[config.mk]
export PLATFORM = sky130hd
export DESIGN_NAME = player_clock_core
export DESIGN_NICKNAME = d
export VERILOG_FILES = /design/src/rtl/player_clock_pkg.sv /design/src/rtl/bcd_mmss_step.sv /design/src/rtl/player_clock_core.sv
export SDC_FILE = /design/constraint.sdc
export NUM_CORES = 1
export LEC_CHECK = 0
export BUFFER_PORTS_ARGS = -buffer_cell sky130_fd_sc_hd__buf_2
export CAP_MARGIN = 10
export CORE_AREA = 2 2 101 122
export CTS_BUF_LIST = sky130_fd_sc_hd__clkbuf_8
export CTS_CLUSTER_DIAMETER = 100
export DETAILED_ROUTE_END_ITERATION = 7
export DIE_AREA = 0 0 103 124
export PLACE_DENSITY_LB_ADDON = 0.05
export SLEW_MARGIN = 20
export SYNTH_ARGS = -nofsm -noshare
export SYNTH_HDL_FRONTEND = slang
export SYNTH_SLANG_ARGS = --single-unit
export TNS_END_PERCENT = 5
[constraint.sdc]
create_clock -name clk -period 6.85 [get_ports clk]
set_clock_uncertainty 0.1 [all_clocks]
set_input_delay 1.0275 -clock clk [delete_from_list [all_inputs] [get_ports clk]]
set_output_delay 1.0275 -clock clk [all_outputs]
set_load 0.05 [all_outputs]
[src/rtl/player_clock_pkg.sv]
// Shared types and constants for the chess-clock engine.
package player_clock_pkg;

  localparam int unsigned BCD_W = 16;

  localparam logic [BCD_W-1:0] BCD_ZERO = 16'h0000;
  localparam logic [BCD_W-1:0] BCD_MAX  = 16'h9959;

  typedef enum logic [1:0] {
    ST_IDLE,
    ST_RUN,
    ST_PAUSE,
    ST_TIMEOUT
  } state_t;

endpackage

[src/rtl/bcd_mmss_step.sv]
// Saturating one-second step of a BCD MM:SS value (dir=1 decrements, dir=0 increments).
module bcd_mmss_step
  import player_clock_pkg::*;
(
  input  logic [BCD_W-1:0] value,
  input  logic             dir,
  output logic [BCD_W-1:0] next,
  output logic             is_zero
);

  logic [3:0] s1, s10, m1, m10;

  always_comb begin
    s1   = value[3:0];
    s10  = value[7:4];
    m1   = value[11:8];
    m10  = value[15:12];
    next = value;
    if (dir) begin
      if (value != BCD_ZERO) begin
        if (s1 != 4'd0) begin
          s1 = s1 - 4'd1;
        end else begin
          s1 = 4'd9;
          if (s10 != 4'd0) begin
            s10 = s10 - 4'd1;
          end else begin
            s10 = 4'd5;
            if (m1 != 4'd0) begin
              m1 = m1 - 4'd1;
            end else begin
              m1  = 4'd9;
              m10 = m10 - 4'd1;
            end
          end
        end
        next = {m10, m1, s10, s1};
      end
    end else if (value != BCD_MAX) begin
      if (s1 != 4'd9) begin
        s1 = s1 + 4'd1;
      end else begin
        s1 = 4'd0;
        if (s10 != 4'd5) begin
          s10 = s10 + 4'd1;
        end else begin
          s10 = 4'd0;
          if (m1 != 4'd9) begin
            m1 = m1 + 4'd1;
          end else begin
            m1  = 4'd0;
            m10 = m10 + 4'd1;
          end
        end
      end
      next = {m10, m1, s10, s1};
    end
  end

  assign is_zero = (next == BCD_ZERO);

endmodule

[src/rtl/player_clock_core.sv]
// N-player chess-clock engine: prescaled one-second ticks step the active
// player's round and total BCD timers, with pause/resume and sticky timeouts.
module player_clock_core
  import player_clock_pkg::*;
#(
  parameter int unsigned N_PLAYER   = 2,
  parameter int unsigned TICK_DIV   = 100000000,
  parameter int unsigned COUNT_DOWN = 1,
  parameter logic [15:0] ROUND_INIT = 16'h0100,
  parameter logic [15:0] TOTAL_INIT = 16'h1000
) (
  input  logic                        clk,
  input  logic                        rst,
  input  logic                        start,
  input  logic                        pause,
  input  logic                        resume,
  input  logic                        switch_turn,
  output logic [$clog2(N_PLAYER)-1:0] active,
  output logic [16*N_PLAYER-1:0]      rnd_bcd,
  output logic [16*N_PLAYER-1:0]      tot_bcd,
  output logic [N_PLAYER-1:0]         timeout,
  output logic                        running,
  output logic                        tick
);

  localparam int unsigned AW = $clog2(N_PLAYER);
  localparam int unsigned PW = $clog2(TICK_DIV);

  localparam logic             DIR_DOWN    = (COUNT_DOWN != 0);
  localparam logic [BCD_W-1:0] RND_RST     = DIR_DOWN ? ROUND_INIT : BCD_ZERO;
  localparam logic [BCD_W-1:0] TOT_RST     = DIR_DOWN ? TOTAL_INIT : BCD_ZERO;
  localparam logic [PW-1:0]    PRE_LAST    = PW'(TICK_DIV - 1);
  localparam logic [AW-1:0]    LAST_PLAYER = AW'(N_PLAYER - 1);

  state_t                  state, state_nxt;
  logic [PW-1:0]           pre, pre_nxt;
  logic [AW-1:0]           active_nxt, next_player;
  logic [16*N_PLAYER-1:0]  rnd_nxt, tot_nxt;
  logic [N_PLAYER-1:0]     timeout_nxt;
  logic                    tick_nxt, fire, expired;
  logic [BCD_W-1:0]        cur_rnd, cur_tot, rnd_step, tot_step;
  logic                    rnd_zero, tot_zero;

  always_comb begin
    cur_rnd = '0;
    cur_tot = '0;
    for (int unsigned p = 0; p < N_PLAYER; p++) begin
      if (active == AW'(p)) begin
        cur_rnd = rnd_bcd[16*p +: 16];
        cur_tot = tot_bcd[16*p +: 16];
      end
    end
  end

  bcd_mmss_step u_rnd_step (
    .value   (cur_rnd),
    .dir     (DIR_DOWN),
    .next    (rnd_step),
    .is_zero (rnd_zero)
  );

  bcd_mmss_step u_tot_step (
    .value   (cur_tot),
    .dir     (DIR_DOWN),
    .next    (tot_step),
    .is_zero (tot_zero)
  );

  always_comb begin
    state_nxt   = state;
    pre_nxt     = pre;
    active_nxt  = active;
    rnd_nxt     = rnd_bcd;
    tot_nxt     = tot_bcd;
    timeout_nxt = timeout;
    tick_nxt    = 1'b0;
    fire        = 1'b0;
    expired     = 1'b0;
    next_player = (active == LAST_PLAYER) ? '0 : active + AW'(1);

    if (start) begin
      state_nxt   = ST_RUN;
      pre_nxt     = '0;
      active_nxt  = '0;
      rnd_nxt     = {N_PLAYER{RND_RST}};
      tot_nxt     = {N_PLAYER{TOT_RST}};
      timeout_nxt = '0;
    end else begin
      case (state)
        ST_RUN: begin
          fire    = (pre == PRE_LAST);
          pre_nxt = fire ? '0 : pre + PW'(1);
          if (fire) begin
            tick_nxt = 1'b1;
            expired  = DIR_DOWN && (rnd_zero || tot_zero);
            for (int unsigned p = 0; p < N_PLAYER; p++) begin
              if (active == AW'(p)) begin
                rnd_nxt[16*p +: 16] = rnd_step;
                tot_nxt[16*p +: 16] = tot_step;
              end
            end
          end
          // The outgoing player's step lands first; a timeout swallows any switch or pause.
          if (expired) begin
            state_nxt = ST_TIMEOUT;
            for (int unsigned p = 0; p < N_PLAYER; p++) begin
              if (active == AW'(p)) timeout_nxt[p] = 1'b1;
            end
          end else begin
            if (switch_turn) begin
              active_nxt = next_player;
              pre_nxt    = '0;
              for (int unsigned p = 0; p < N_PLAYER; p++) begin
                if (next_player == AW'(p)) rnd_nxt[16*p +: 16] = RND_RST;
              end
            end
            if (pause) state_nxt = ST_PAUSE;
          end
        end
        ST_PAUSE: begin
          if (resume) state_nxt = ST_RUN;
        end
        default: ;
      endcase
    end
  end

  always_ff @(posedge clk) begin
    if (rst) begin
      state   <= ST_IDLE;
      pre     <= '0;
      active  <= '0;
      rnd_bcd <= {N_PLAYER{RND_RST}};
      tot_bcd <= {N_PLAYER{TOT_RST}};
      timeout <= '0;
      tick    <= 1'b0;
    end else begin
      state   <= state_nxt;
      pre     <= pre_nxt;
      active  <= active_nxt;
      rnd_bcd <= rnd_nxt;
      tot_bcd <= tot_nxt;
      timeout <= timeout_nxt;
      tick    <= tick_nxt;
    end
  end

  assign running = (state == ST_RUN);

endmodule

==> impl_metrics.csv <==
group,metric,value,unit
status,status,"finished clean",
detailed_routing,totalWireLength,14700,microns
clocking,cts-buffers-inserted,9,
clocking,postCtsHoldBufs,0,
placed_design,dpl.hpwl,10700,microns
die,row_count,43,
detailed_routing,firstDrtPassIters,4,
detailed_routing,routed.top_layer,"met4",
hold_path,whs_path_depth,2,
detailed_routing,vias,4913,
placed_design,dp.cells,831,
synthesis,yosysWarnings,0,
pwr,powerDensity,171,mW/mm^2
synthesis,ys_seq_elements,97,
finish,mostFrequentLayoutCells,"dfxtp_1 (96), nor2_1 (74), buf_2 (74)",
synthesis,synth_nets,636,
finish,drive_gt1_frac,0.201,
worst_setup_path,reg2regPathDepth,9,
synthesis,synth_flop_cell,"dfxtp_1",
worst_setup_path,crit_path_end_kind,"flip-flop",
placed_design,port_buffers,74,
finish,num-nets-final,698,
grt,grt_pass1_wl,23700,microns
die,die_height,124,microns
sta,fin_tns_setup,0,ns
worst_setup_path,crit_arrival,4.66,ns
sta,relSlewSlack,0.271,
die,initial_core_util,0.463,
grt,grt_remaining_overflow,0,
detailed_routing,wl_per_cell,17.3,microns
detailed_routing,m1WireLength,6500,microns
pwr,switching_share,0.246,
synthesis,syn_inst,623,
hold_path,hp-class,"flip-flop to flip-flop",
synthesis,ys_seq_area_frac,0.364,
grt,grt.total_usage,0.238,
grt,grt_pass1_vias,4732,
hold_path,min_to,"pre[1]$_SDFFE_PP0P_",
clocking,cts.htree.levels,3,
grt,grt_max_degree,54,
grt,antenna_found_initial,0,
finish,final_cells,847,
clocking,clk_latency,0.37,ns
detailed_routing,via_per_inst,5.80,
die,ios,75,
finish,n_fill_cell,1175,
synthesis,synth_edf_count,0,
worst_setup_path,rr_startpoint,"active$_SDFFE_PP0P_",
synthesis,synthDistinctLibCells,77,
job,maxCapViolations,0,
pwr,p_seq_frac,0.554,
worst_setup_path,start_kind,"flip-flop",
sta,setup_viol,0,
pwr,p_int,0.770,mW
detailed_routing,final_antenna_net_count,0,
sta,finalHoldViolCount,0,
finish,synthToLayoutAreaGrowth,12.1,%
pwr,combPwrFrac,0.058,
clocking,cts_setup_buffers,0,
die,core,0.0115,sq mm
die,fp.dieArea,0.0128,sq mm
hold_path,holdCritStartpoint,"pre[1]$_SDFFE_PP0P_",
detailed_routing,drt_iter0_markers,244,
clocking,clk_pin_slew_worst_paths,0.10,ns
clocking,cts_sinks,97,
placed_design,dpl_cell_area,0.00577,sq mm
sta,worstMarginPinSlew,1.09,ns
pwr,pwr-share-clk,0.388,
die,die_width,103,microns
clocking,cts_tree,"yes",
worst_setup_path,worstSetupPathType,"flip-flop to flip-flop",
pwr,p_sw,0.252,mW
sta,min_period,4.44,ns
worst_setup_path,r2r_setup_slack,2.41,ns
placed_design,detailedPlace.worstSlack,2.25,ns
sta,min_period_over_period,0.648,
finish,finalInstanceArea,0.00598,sq mm
sta,final_max_slew_viol_count,0,
worst_setup_path,crit_path_max_fanout,53,
pwr,peakVddDrop,0.0000888,V
synthesis,synth_area_per_cell,8.57,sq um
finish,final_common_cell,"dfxtp_1",
pwr,p_leak,2.21,nW
clocking,ctsResizeCount,0,
synthesis,ys_async_sr_fraction,0,
finish,antennaDiodeCount,0,
placed_design,routabilityCongestion,0.855,
clocking,clockBufferDepth,2,
sta,fmax,0.225,GHz
detailed_routing,drc,0,
clocking,cts_root_buffer,"clkbuf_8",
worst_setup_path,reg2reg_to,"rnd_bcd[4]$_SDFFE_PP0P_",
detailed_routing,wl_met2,7220,microns
sta,rsz0062_at_grt,"false",
synthesis,syn-cell-area,0.00534,sq mm
sta,setup_slack,2.41,ns
worst_setup_path,crit_required,7.07,ns
detailed_routing,met3_length,602,microns
-- through the flow --
step	power (mW)	hold slack [ns]	util
6_report	1.02	0.381	0.519
5_1_grt	1.06	0.420	0.519
4_1_cts	1.03	0.383	0.519
3_5_place_dp	0.638	0.358	0.501
3_3_place_gp	0.637	0.347	0.500
2_1_floorplan	0.626	0.349	-
-- per-layer routing --
metal,global-route usage,vias up
li1,-,2394
met1,0.295,2365
met2,0.412,127
met3,0.0325,27
met4,0.102,0
met5,0,-
-- sequential cells by signal (all words and copies together) (netlist names) --
signal   cells
tot_bcd     32
tick         1
timeout      2
active       1
state        2
rnd_bcd     32
pre         27
-- synth_stat cells, types with 4 or more instances --
library cell / instances / area, sq um
mux2_2: 7 / 78.8
nor4_1: 9 / 56.3
or3_1: 8 / 50.1
nor3_1: 28 / 140
or4b_2: 4 / 40.0
nand4_1: 8 / 50.1
nor3b_2: 6 / 75.1
xor2_1: 24 / 210
nor3b_1: 6 / 45.0
inv_1: 9 / 33.8
o21ai_0: 22 / 110
xnor2_1: 15 / 131
buf_6: 5 / 56.3
and3_1: 4 / 25.0
nand2_1: 63 / 236
o21a_1: 4 / 30.0
or2_2: 6 / 37.5
ha_1: 7 / 87.6
o21ai_1: 8 / 40.0
dfxtp_1: 97 / 1940
o2bb2ai_1: 7 / 61.3
o22ai_1: 5 / 31.3
nand3_1: 21 / 105
a211oi_1: 4 / 30.0
a21oi_1: 45 / 225
a22o_1: 12 / 105
nor2_1: 74 / 278
o21bai_1: 4 / 30.0
nor2b_1: 6 / 37.5
clkbuf_1: 13 / 48.8
mux2i_1: 19 / 190
-- critical path: stages (launching register included) --
cell	delay, ns
dfxtp_2	0.64
buf_4	0.59
nor3_1	0.13
o22ai_1	0.68
nor4b_2	0.17
or4b_4	0.59
a2111oi_4	0.32
nand3_2	0.18
a211oi_4	0.69
a22o_1	0.25
-- power groups by stage --
stage / registers, mW / logic, mW / clock network [mW]
final: 0.566 / 0.0591 / 0.397
after CTS: 0.566 / 0.0585 / 0.405
after global routing: 0.567 / 0.0642 / 0.429
after global placement: 0.579 / 0.0575 / 0
after floorplan: 0.579 / 0.0473 / 0
after detailed placement: 0.579 / 0.0585 / 0
-- kinds of logic (layout without fill, tap and decap cells) --
| family | Yosys count | in the layout | synth area share |
|---|---|---|---|
| AO/OA/AOI/OAI | 143 | 143 | 0.181 |
| XOR/XNOR | 39 | 39 | 0.0640 |
| adder cells (fa/ha/maj) | 7 | 7 | 0.0164 |
| buffers and inverters | 36 | 103 | 0.0382 |
| flip-flops | 97 | 97 | 0.364 |
| multiplexers | 28 | 28 | 0.0574 |
| AND/OR/NAND/NOR | 273 | 273 | 0.279 |
-- final cells by class --
cell class	count	area [sq um]	share of cell area
Tap cell	157	196	0.0329
Inverter	10	37.5	0.00628
Clock buffer	11	151	0.0253
Clock inverter	5	55.1	0.00921
Multi-Input combinational cell	490	3200	0.536
Sequential cell	97	1940	0.325
Timing Repair Buffer	77	393	0.0657
-- worst max-delay path by stage --
stage,from,to,slack [ns],cells after the start
floorplan,active$_SDFFE_PP0P_,rnd_bcd[2]$_SDFFE_PP0P_,2.16,18
global placement,active$_SDFFE_PP0P_,rnd_bcd[9]$_SDFFE_PP0P_,2.34,9
detailed placement,active$_SDFFE_PP0P_,rnd_bcd[4]$_SDFFE_PP0P_,2.25,9
CTS,active$_SDFFE_PP0P_,rnd_bcd[4]$_SDFFE_PP0P_,2.25,9
global route,active$_SDFFE_PP0P_,rnd_bcd[5]$_SDFFE_PP0P_,2.08,10
finish,active$_SDFFE_PP0P_,rnd_bcd[4]$_SDFFE_PP0P_,2.41,9
Power figures use the tool's default switching activity.
